--- src/rtl/spi_ctrl_master.sv ---
// Host-side SPI controller for the register-slave protocol: one request becomes one
// nss-framed transaction (cmd byte {op,addr}, then req_len+1 data words, MSB first).
module spi_ctrl_master #(
    parameter int REG_W    = 8,
    parameter int LEN_W    = 4,
    parameter int HALF_DIV = 4
) (
    input  logic             clk,
    input  logic             nrst,
    input  logic             req_vld,
    output logic             req_rdy,
    input  logic [1:0]       req_op,
    input  logic [5:0]       req_addr,
    input  logic [LEN_W-1:0] req_len,
    input  logic [REG_W-1:0] wr_data,
    input  logic             wr_data_vld,
    output logic             wr_data_rdy,
    output logic [REG_W-1:0] rd_data,
    output logic             rd_data_vld,
    output logic [7:0]       status,
    output logic             status_vld,
    output logic             done,
    output logic             sclk,
    output logic             mosi,
    output logic             nss,
    input  logic             miso,
    output logic [2:0]       dbg_state
);
    localparam int DIV_W = $clog2(2 * HALF_DIV) + 1;
    localparam int BIT_W = $clog2(REG_W);
    localparam logic [DIV_W-1:0] PHASE_LAST = DIV_W'(HALF_DIV - 1);
    localparam logic [DIV_W-1:0] GAP_LAST   = DIV_W'(2 * HALF_DIV - 1);
    localparam logic [BIT_W-1:0] CMD_LAST   = BIT_W'(7);
    localparam logic [BIT_W-1:0] WORD_LAST  = BIT_W'(REG_W - 1);

    typedef enum logic [2:0] {
        S_IDLE, S_SETUP, S_HI, S_LO, S_STALL, S_HOLD, S_GAP, S_DONE
    } state_t;

    state_t           r_state, w_state_nxt;
    logic [DIV_W-1:0] r_div;
    logic [BIT_W-1:0] r_bit;
    logic [LEN_W-1:0] r_word, r_len;
    logic [1:0]       r_op;
    logic             r_in_cmd;
    logic [REG_W-1:0] r_tx, r_rx, r_rd_data;
    logic [7:0]       r_status;
    logic             r_rd_vld, r_status_vld, r_sclk, r_nss;
    logic             w_accept, w_shift, w_next_word, w_load;
    logic             w_phase_end, w_last_bit, w_last_word, w_is_wr, w_is_fc;
    logic             w_enter_hi, w_enter_hold;
    logic [REG_W-1:0] w_rx_word;

    assign w_phase_end  = (r_div == PHASE_LAST);
    assign w_last_bit   = r_in_cmd ? (r_bit == CMD_LAST) : (r_bit == WORD_LAST);
    assign w_last_word  = (r_word == r_len);
    assign w_is_wr      = (r_op == 2'b10);
    assign w_is_fc      = (r_op == 2'b11);
    assign w_enter_hi   = (w_state_nxt == S_HI) && (r_state != S_HI);
    assign w_enter_hold = (w_state_nxt == S_HOLD) && (r_state != S_HOLD);
    assign w_rx_word    = {r_rx[REG_W-2:0], miso};

    always_comb begin
        w_state_nxt = r_state;
        w_accept    = 1'b0;
        w_shift     = 1'b0;
        w_next_word = 1'b0;
        w_load      = 1'b0;
        case (r_state)
            S_IDLE: if (req_vld) begin
                w_accept    = 1'b1;
                w_state_nxt = S_SETUP;
            end
            S_SETUP, S_LO: if (w_phase_end) w_state_nxt = S_HI;
            S_HI: if (w_phase_end) begin
                if (!w_last_bit) begin
                    w_shift     = 1'b1;
                    w_state_nxt = S_LO;
                end else if ((r_in_cmd && w_is_fc) || (!r_in_cmd && w_last_word)) begin
                    w_state_nxt = S_HOLD;
                end else begin
                    // Falling edge that ends a byte/word: the next word must be ready now.
                    w_next_word = 1'b1;
                    if (!w_is_wr) begin
                        w_state_nxt = S_LO;
                    end else if (wr_data_vld) begin
                        w_load      = 1'b1;
                        w_state_nxt = S_LO;
                    end else begin
                        w_state_nxt = S_STALL;
                    end
                end
            end
            S_STALL: if (wr_data_vld) begin
                w_load      = 1'b1;
                w_state_nxt = S_LO;
            end
            S_HOLD:  if (w_phase_end) w_state_nxt = S_GAP;
            S_GAP:   if (r_div == GAP_LAST) w_state_nxt = S_DONE;
            S_DONE:  w_state_nxt = S_IDLE;
            default: w_state_nxt = S_IDLE;
        endcase
    end

    always_ff @(posedge clk or negedge nrst) begin
        if (!nrst) begin
            r_state      <= S_IDLE;
            r_div        <= '0;
            r_bit        <= '0;
            r_word       <= '0;
            r_len        <= '0;
            r_op         <= '0;
            r_in_cmd     <= 1'b0;
            r_tx         <= '0;
            r_rx         <= '0;
            r_rd_data    <= '0;
            r_status     <= '0;
            r_rd_vld     <= 1'b0;
            r_status_vld <= 1'b0;
            r_sclk       <= 1'b0;
            r_nss        <= 1'b1;
        end else begin
            r_state      <= w_state_nxt;
            r_div        <= (w_state_nxt != r_state) ? '0 : r_div + 1'b1;
            r_sclk       <= (w_state_nxt == S_HI);
            r_nss        <= (w_state_nxt == S_IDLE) || (w_state_nxt == S_GAP) ||
                            (w_state_nxt == S_DONE);
            r_rd_vld     <= 1'b0;
            r_status_vld <= 1'b0;
            if (w_accept) begin
                r_op                <= req_op;
                r_len               <= req_len;
                r_in_cmd            <= 1'b1;
                r_bit               <= '0;
                r_word              <= '0;
                r_tx                <= '0;
                r_tx[REG_W-1 -: 8]  <= {req_op, req_addr};
            end
            if (w_shift) begin
                r_tx  <= r_tx << 1;
                r_bit <= r_bit + 1'b1;
            end
            if (w_next_word) begin
                r_in_cmd <= 1'b0;
                r_bit    <= '0;
                r_tx     <= '0;
                if (!r_in_cmd) r_word <= r_word + 1'b1;
            end
            if (w_load) r_tx <= wr_data;
            if (w_enter_hold) r_tx <= '0;
            if (w_enter_hi) begin
                r_rx <= w_rx_word;
                if (r_in_cmd && r_bit == CMD_LAST) begin
                    r_status     <= w_rx_word[7:0];
                    r_status_vld <= 1'b1;
                end
                if (!r_in_cmd && r_bit == WORD_LAST && !w_is_wr) begin
                    r_rd_data <= w_rx_word;
                    r_rd_vld  <= 1'b1;
                end
            end
        end
    end

    assign req_rdy     = (r_state == S_IDLE);
    assign done        = (r_state == S_DONE);
    assign wr_data_rdy = w_load;
    assign rd_data     = r_rd_data;
    assign rd_data_vld = r_rd_vld;
    assign status      = r_status;
    assign status_vld  = r_status_vld;
    assign sclk        = r_sclk;
    assign nss         = r_nss;
    assign mosi        = r_tx[REG_W-1];
    assign dbg_state   = r_state;
endmodule

--- config.mk ---
export PLATFORM = sky130hd
export DESIGN_NAME = spi_ctrl_master
export DESIGN_NICKNAME = d
export VERILOG_FILES = /design/src/rtl/spi_ctrl_master.sv
export SDC_FILE = /design/constraint.sdc
export NUM_CORES = 1
export LEC_CHECK = 0
export CAP_MARGIN = 20
export CORE_AREA = 2 2 68 118
export CTS_BUF_LIST = sky130_fd_sc_hd__clkbuf_16
export CTS_CLUSTER_DIAMETER = 120
export DETAILED_ROUTE_END_ITERATION = 8
export DIE_AREA = 0 0 70 120
export MAX_ROUTING_LAYER = met4
export PLACE_DENSITY_LB_ADDON = 0.15
export SLEW_MARGIN = 5
export SYNTH_ARGS = -nofsm -noshare
export SYNTH_HDL_FRONTEND = slang
export SYNTH_SLANG_ARGS = --single-unit
--- constraint.sdc ---
create_clock -name clk -period 3.7 [get_ports clk]
set_input_delay 1.11 -clock clk [delete_from_list [all_inputs] [get_ports clk]]
set_output_delay 1.11 -clock clk [all_outputs]
set_load 0.05 [all_outputs]
### After elaboration in Yosys (flattened, before gate mapping)

Cells that the tools add are included.

| word-level totals | value |
|---|---|
| output and inout port bits | 27 |
| logic and storage cells | 102 |
| register bits after elaboration | 56 |

| operators by class | value |
|---|---|
| add/subtract/negate cells | 3 |
| multiplexer cells | 44 |
| reductions and logical operators | 20 |
| equal/unequal tests | 20 |

Operators with widths:

| kind | count |
|---|---|
| $mux W8 | 5 |
| $mux W3 | 13 |
| $eq A3 B3 Y1 const B | 8 |
| $pmux W3 S7 | 1 |
| $mux W1 | 20 |
| $mux W4 | 4 |
| $eq A3 B2 Y1 const B | 3 |
| $add A4 B1 Y4 const B | 2 |
| $logic_and A1 B1 Y1 | 7 |
| $logic_not A3 Y1 | 2 |
| $reduce_bool A5 Y1 | 1 |
| $eq A2 B2 Y1 const B | 2 |
| $eq A4 B2 Y1 const B | 1 |
| $eq A4 B3 Y1 const B | 1 |
| $eq A4 B4 Y1 | 1 |
| $reduce_and A2 Y1 | 2 |
| $add A3 B1 Y3 const B | 1 |
| $eq A3 B1 Y1 const B | 1 |
| $logic_or A1 B1 Y1 | 3 |
| $ne A3 B2 Y1 const B | 1 |
| $ne A3 B3 Y1 | 1 |
| $ne A3 B3 Y1 const B | 1 |
| $reduce_bool A3 Y1 | 1 |
| $logic_not A1 Y1 | 2 |
| 3 further kinds | 3 |

### Longest topological paths before layout

Gate-level depths: netlist of run 1.

| depth | value |
|---|---|
| word-level depth | 10 |
| gate-level depth with buffers | 10 |
| gate-level depth less buffers | 8 |

### Worst setup path before layout of run 1

OpenSTA, ideal clock, no wires.

| timing | value |
|---|---|
| kind | reg2reg |
| start | reg r_state[2], in the netlist dbg_state[2] |
| end | reg r_tx[1] |
| path slack | 114 ps |
| stages on the path, launching flop included | 10 |
| arrival time | 3445 ps |
| path buffers | 3 |
| data required time | 3558 ps |
| clock period less this slack | 3586 ps |
| path through | dfrtp_1 clkbuf_1 clkbuf_1 nor3_1 and2_1 clkbuf_1 o21ai_0 nor2_2 mux2i_1 a211oi_1 |

| on the way | value |
|---|---|
| elaborated cells on any way between the ends | 28 |
| those cells by class | eq/ne: 9; mux: 15; reduce/logical: 4 |

RTL lines:

| element | RTL line | text |
|---|---|---|
| start: declaration | 40 | `state_t r_state, w_state_nxt;` |
| start signal: assignment | 123 | `r_state <= w_state_nxt;` |
| $logic_not A3 Y1 * | - |  |
| net req_rdy | 11 | `output logic req_rdy,` |
| $pmux W3 S7 | 69 | `case (r_state)` |
| $eq A3 B3 Y1 | 60 | `assign w_enter_hold = (w_state_nxt == S_HOLD) && (r_state != S_HOLD);` |
| $logic_and A1 B1 Y1 | 60 |  |
| $reduce_bool A5 Y1 (no source line) or $mux W8 (tied branches) | - |  |
| end signal: indexed assignment | 137 | `r_tx[REG_W-1 -: 8] <= {req_op, req_addr};` |
| end signal: assignment | 140 | `r_tx <= r_tx << 1;` |
| end signal: assignment | 149 | `if (w_load) r_tx <= wr_data;` |
| end: declaration | 46 | `logic [REG_W-1:0] r_tx, r_rx, r_rd_data;` |

The timed path passes the listed nets; every way through them passes the cells marked *.
A chain may end at the register's enable or synchronous reset.

### Worst setup path after layout of run 1

| timing | value |
|---|---|
| start | in wr_data_vld |
| end | out wr_data_rdy |

| on the way | value |
|---|---|
| word-level cells in the longest chain between the ends | 6 |

Ends and longest elaborated chain:

| element | RTL line | text |
|---|---|---|
| start: declaration | 16 | `input logic wr_data_vld,` |
| $mux W1 * | 86, 94 |  |
| $mux W1 | 84 | `if (!w_is_wr) begin` |
| $mux W1 | 79 | `end else if ((r_in_cmd && w_is_fc) \|\| (!r_in_cmd && w_last_word)) begin` |
| $mux W1 | 76 | `if (!w_last_bit) begin` |
| $mux W1 | 75 | `S_HI: if (w_phase_end) begin` |
| $pmux W1 S2 * | 69 |  |
| end: declaration | 17 | `output logic wr_data_rdy,` |

Every way passes the cells marked *; elsewhere a longest branch is shown, timed or not.

==> results.yml, run 1 <==
yosys:
  ys_warn_count: 0
  seq_area_frac_synth: 0.489
  async_flop_share: 1.00
  synth_cell_type_count: 51
  synthTopCellsByArea: "dfrtp_1 48%, mux2_2 6.3%, mux2i_1 4.9%"
  ys.flop_type: "dfrtp_1"
  synth_fp_nets: 295
  yosysTopAreaCell: "dfrtp_1"
  yosysTopAreaCellShare: 0.480
  avgSynthCellArea_um2: 10.8
  synth_seq_cells: 56
  synth_cells: 266
  synth_area_um2: 2870
  synth_edf_count: 0
worst_hold_path:
  whs_path_depth: 1
  hp-start: "r_div[0]"
  hp-class: "reg2reg"
final_layout:
  drive_gt1_frac: 0.186
  antenna_cells: 0
  nFillCells: 723
  seq_area_um2: 1400
  finalNetCount: 356
  instances_no_fill: 416
  area_growth_pct: 28.8
  multi_input_area_um2: 1380
cts:
  cts_max_path_buffers: 2
  post_cts_buffers: 0
  cts_buffers: 5
  cts_htree_levels: 2
  clock-root-buffer: "clkbuf_16"
  clk_pin_slew_ns: 0.07
  tritoncts: "yes"
  cts.sinks: 56
  hold_buffers: 0
  clk_latency_ns: 0.30
  cts_resized: 0
route:
  drtAntennaViolNets: 0
  first_iter_violations: 109
  routed_wl_um: 6230
  vias_per_cell: 5.24
  first_pass_iters: 4
  route.detailed.drc: 0
  routedWlPerCell_um: 15.0
  vias: 2180
placement:
  io_buffers: 51
  place_inst: 408
  place.gp.congestion: 0.864
  dp_hpwl_um: 4640
grt:
  grt_pass1_wl_um: 10700
  grt_max_degree: 57
  grt_use_total: 0.163
  antenna_found_initial: 0
  grt_pass1_vias: 2212
  grt_remaining_overflow: 0
sta:
  setup_viol: 0
  max-slew-margin-rel: 0.469
  finalCriticalPeriod_ns: 3.52
  hold_viol: 0
  period_share: 0.952
  skew_ns: 0.00839
  slew_viol_final: 0
  max_clock_freq_ghz: 0.284
  tns_ns: 0
  hold-worst-slack_ns: 0.459
  worst_pin_slew_ns: 0.792
  rsz0062_at_grt: "no"
setup_path:
  crit_path_end_kind: "output pin"
  r2r_slack_ns: 0.72
  r2r-start: "r_bit[0]"
  cp_max_fo: 7
  cp-start-kind: "primary input"
  cp.required_ns: 2.59
  critPathLaunch: "wr_data_vld"
  crit_arrival_ns: 2.41
  critical_path_class: "in2out"
  ff2ff_path_depth: 9
floorplan:
  num_rows: 42
  fp.coreArea_um2: 7460
  ios: 52
  initial_core_util: 0.384
  fp.dieH_um: 120
  die-area_um2: 8400
  die_x_um: 70
pwr:
  peakVddDrop_v: 0.000286
  leakage_nw: 1.66
  p_per_area_nw_per_um2: 545
run:
  drv_cap: 0
outcome:
  outcome: "complete, no violations"
cell families after synthesis:
group,Yosys count,share of synthesized area
DFF,56,0.489
AOI/OAI and AO/OA,44,0.111
adders and majority gates,4,0.0175
and+or+nand+nor,96,0.176
xor gates and xnor gates,7,0.0214
muxes,38,0.154
buffers and inverters,21,0.0314
worst max-delay path, stage by stage:
cell and delay, ns:
clkdlybuf4s50_1 0.42, buf_4 0.17, and3_1 0.16, a41oi_1 0.28, inv_1 0.08, buf_4 0.20
layer usage:
metal	track usage	share of wire	wire [um]	vias up
li1	-	-	-	1072
met1	0.189	0.40	2500	1044
met2	0.285	0.54	3390	59
met3	0.0235	0.040	251	5
met4	0.0601	0.015	93	0
met5	-	0	0	-
synth_stat cells (7+ instances only):
master    number
nor3_1         8
mux2_4         8
mux2_2        16
dfrtp_1       55
nor2_1        24
clkbuf_1      10
a211oi_1      10
mux2i_1       14
inv_1          8
nand2_1       33
o21ai_0        8
a21oi_1        7
where the power goes:
part | total [mW] | internal, mW | switching (mW)
Sequential | 0.876 | 0.750 | 0.126
Clock | 0.488 | 0.257 | 0.231
Combinational | 0.648 | 0.297 | 0.352
Total | 2.01 | 1.30 | 0.708
cells in the final DEF (no fill, tap or decap), drive strengths merged, types with 7 or more instances in the layout:
master	n
dfrtp	55
clkdlybuf4s50	49
nand2	33
nor2	25
mux2	24
buf	18
mux2i	14
a211oi	10
nor3	9
o21ai	9
inv	9
a21oi	7
per-stage QoR:
stage	utilization	instance area (um2)	setup WS [ns]	power, mW
finish	0.495	3690	0.177	2.01
global route	0.495	3690	0.104	2.15
floorplan	-	2870	0.114	1.32
CTS	0.495	3690	0.187	2.04
detailed placement	0.475	3540	0.0439	1.54
global placement	0.475	3540	0.0979	1.53
state kept, by name, summed over array words and instances, names as in the netlist, 3 cells and up:
signal     cells
status         8
r_bit          3
rd_data        8
r_tx           8
dbg_state      3
r_word         4
r_div          4
r_rx           7
r_len          4
path summary, 6_finish.rpt:
kind                          endpoint
setup / recovery           wr_data_rdy
hold / removal                r_div[0]
setup reg to reg            rd_data[6]
hold reg to reg               r_div[0]
max in group asynchronous     r_div[2]
min in group asynchronous  rd_data_vld
final cells by class:
cell class	count	share of cell area
flip-flops and latches	56	0.380
clock inverters	3	0.00745
multi-input cells	189	0.372
repair buffers	67	0.169
well taps	88	0.0298
clock buffers	5	0.0339
inverters	8	0.00813
Note: power is estimated with default switching activity, not from simulation.
==> run 2: changes to the inputs <==
--- a/config.mk
+++ b/config.mk
@@ -11,7 +11,6 @@
 export CTS_CLUSTER_DIAMETER = 120
 export DETAILED_ROUTE_END_ITERATION = 8
 export DIE_AREA = 0 0 70 120
-export MAX_ROUTING_LAYER = met4
 export PLACE_DENSITY_LB_ADDON = 0.15
 export SLEW_MARGIN = 5
 export SYNTH_ARGS = -nofsm -noshare
==> run 2 against run 1 <==
Non-clock buffer count did not move. Core utilization did not move. Sequential cell count did not move.
==> results.yml, run 2 (synthesis results as in run 1) <==
final_layout:
  drive_gt1_frac: 0.186
  multi_input_area_um2: 1380
  finalNetCount: 356
  nFillCells: 723
  seq_area_um2: 1400
  area_growth_pct: 28.8
  final_common_cell: "dfrtp_1"
  antenna_cells: 0
  final_cell_mix: "55 x dfrtp_1, 49 x clkdlybuf4s50_1, 33 x nand2_1"
outcome:
  outcome: "complete, no violations"
cts:
  post_cts_buffers: 0
  tritoncts: "yes"
  cts_max_path_buffers: 2
  cts.sinks: 56
  clk_pin_slew_ns: 0.07
  cts_resized: 0
  clock-root-buffer: "clkbuf_16"
  hold_buffers: 0
  clk_latency_ns: 0.30
  cts_htree_levels: 2
  cts_buffers: 5
route:
  routedWlPerCell_um: 15.0
  first_pass_iters: 4
  first_iter_violations: 108
  routed_wl_um: 6230
  vias_per_cell: 5.24
  drtAntennaViolNets: 0
  vias: 2180
  route.detailed.drc: 0
grt:
  grt_max_degree: 57
  grt_pass1_vias: 2210
  grt_use_total: 0.159
  grt_pass1_wl_um: 10700
  antenna_found_initial: 0
  grt_remaining_overflow: 0
placement:
  place.gp.congestion: 0.851
  dp_hpwl_um: 4640
  pre_cts_ws_ns: 0.0439
  io_buffers: 51
sta:
  worst_pin_slew_ns: 0.792
  slew_viol_final: 0
  skew_ns: 0.00807
  tns_ns: 0
  setup_viol: 0
  max-slew-margin-rel: 0.469
  max_clock_freq_ghz: 0.284
  hold_viol: 0
  layout_setup_ws_ns: 0.177
  hold-worst-slack_ns: 0.459
  finalCriticalPeriod_ns: 3.52
  rsz0062_at_grt: "no"
  period_share: 0.952
setup_path:
  critPathLaunch: "wr_data_vld"
  crit_path_end_kind: "output pin"
  crit_top_cell: "buf_4"
  cp_max_fo: 7
  r2r-start: "r_bit[0]"
  path_cells: "clkdlybuf4s50_1, buf_4, and3_1, a41oi_1, inv_1, buf_4"
  cpMaxStageDelayCell: "clkdlybuf4s50_1"
  critical_path_class: "in2out"
  r2r_slack_ns: 0.72
  cp-start-kind: "primary input"
  crit_arrival_ns: 2.41
  ff2ff_path_depth: 9
  setup.worst_path.end: "wr_data_rdy"
  rr_endpoint: "rd_data[6]"
  cpPeakStageDelay_ns: 0.42
  cp.required_ns: 2.59
worst_hold_path:
  hp-class: "reg2reg"
floorplan:
  fp.coreArea_um2: 7460
  ios: 52
  num_rows: 42
  fp.dieH_um: 120
  die_x_um: 70
  die-area_um2: 8400
  initial_core_util: 0.384
pwr:
  p_per_area_nw_per_um2: 545
  leakage_nw: 1.66
  power.total_mw: 2.01
  peakVddDrop_v: 0.000286
run:
  drv_cap: 0
[run 2: cell counts in the layout (fill, tap and decap cells not counted)]
Identical to the previous run, type by type.
[run 2: cell type report]
class / instances / share of cell area
Timing Repair Buffer: 67 / 0.169
Sequential cell: 56 / 0.380
Tap cell: 88 / 0.0298
Clock inverter: 3 / 0.00745
Multi-Input combinational cell: 189 / 0.372
Inverter: 8 / 0.00813
Clock buffer: 5 / 0.0339
[run 2: how the worst min path moves through the flow]
stage                          end  depth (start not counted)  slack (ns)      from
after detailed placement  r_div[0]                          1        0.46  r_div[0]
after floorplan           r_div[0]                          1        0.43  r_div[0]
final                     r_div[0]                          1        0.46  r_div[0]
after CTS                 r_div[0]                          1        0.47  r_div[0]
after global routing      r_div[0]                          1        0.47  r_div[0]
after global placement    r_div[0]                          1        0.45  r_div[0]
[run 2: worst max-delay path, delay by kind of cell]
family	cells	cell delay, ns
buffers and inverters	4	0.87
and+or+nand+nor	1	0.16
AOI/OAI and AO/OA	1	0.28
[run 2: per-layer routing]
| metal | share of wire | track usage | vias to the layer above |
|---|---|---|---|
| li1 | - | - | 1072 |
| met1 | 0.40 | 0.188 | 1044 |
| met2 | 0.54 | 0.285 | 59 |
| met3 | 0.041 | 0.0243 | 5 |
| met4 | 0.016 | 0.0601 | 0 |
| met5 | 0 | 0 | - |
[run 2: where the power goes]
group          switching, mW  internal (mW)
registers              0.126          0.750
logic                  0.352          0.297
clock network          0.232          0.257
total                  0.709           1.30
[run 2: through the flow]
step                      utilization  std cells  cell area [um2]
final                           0.495        416             3690
after global routing            0.495        416             3690
after CTS                       0.495        416             3690
after detailed placement        0.475        408             3540
after global placement          0.475        408             3540
after floorplan                     -        266             2870
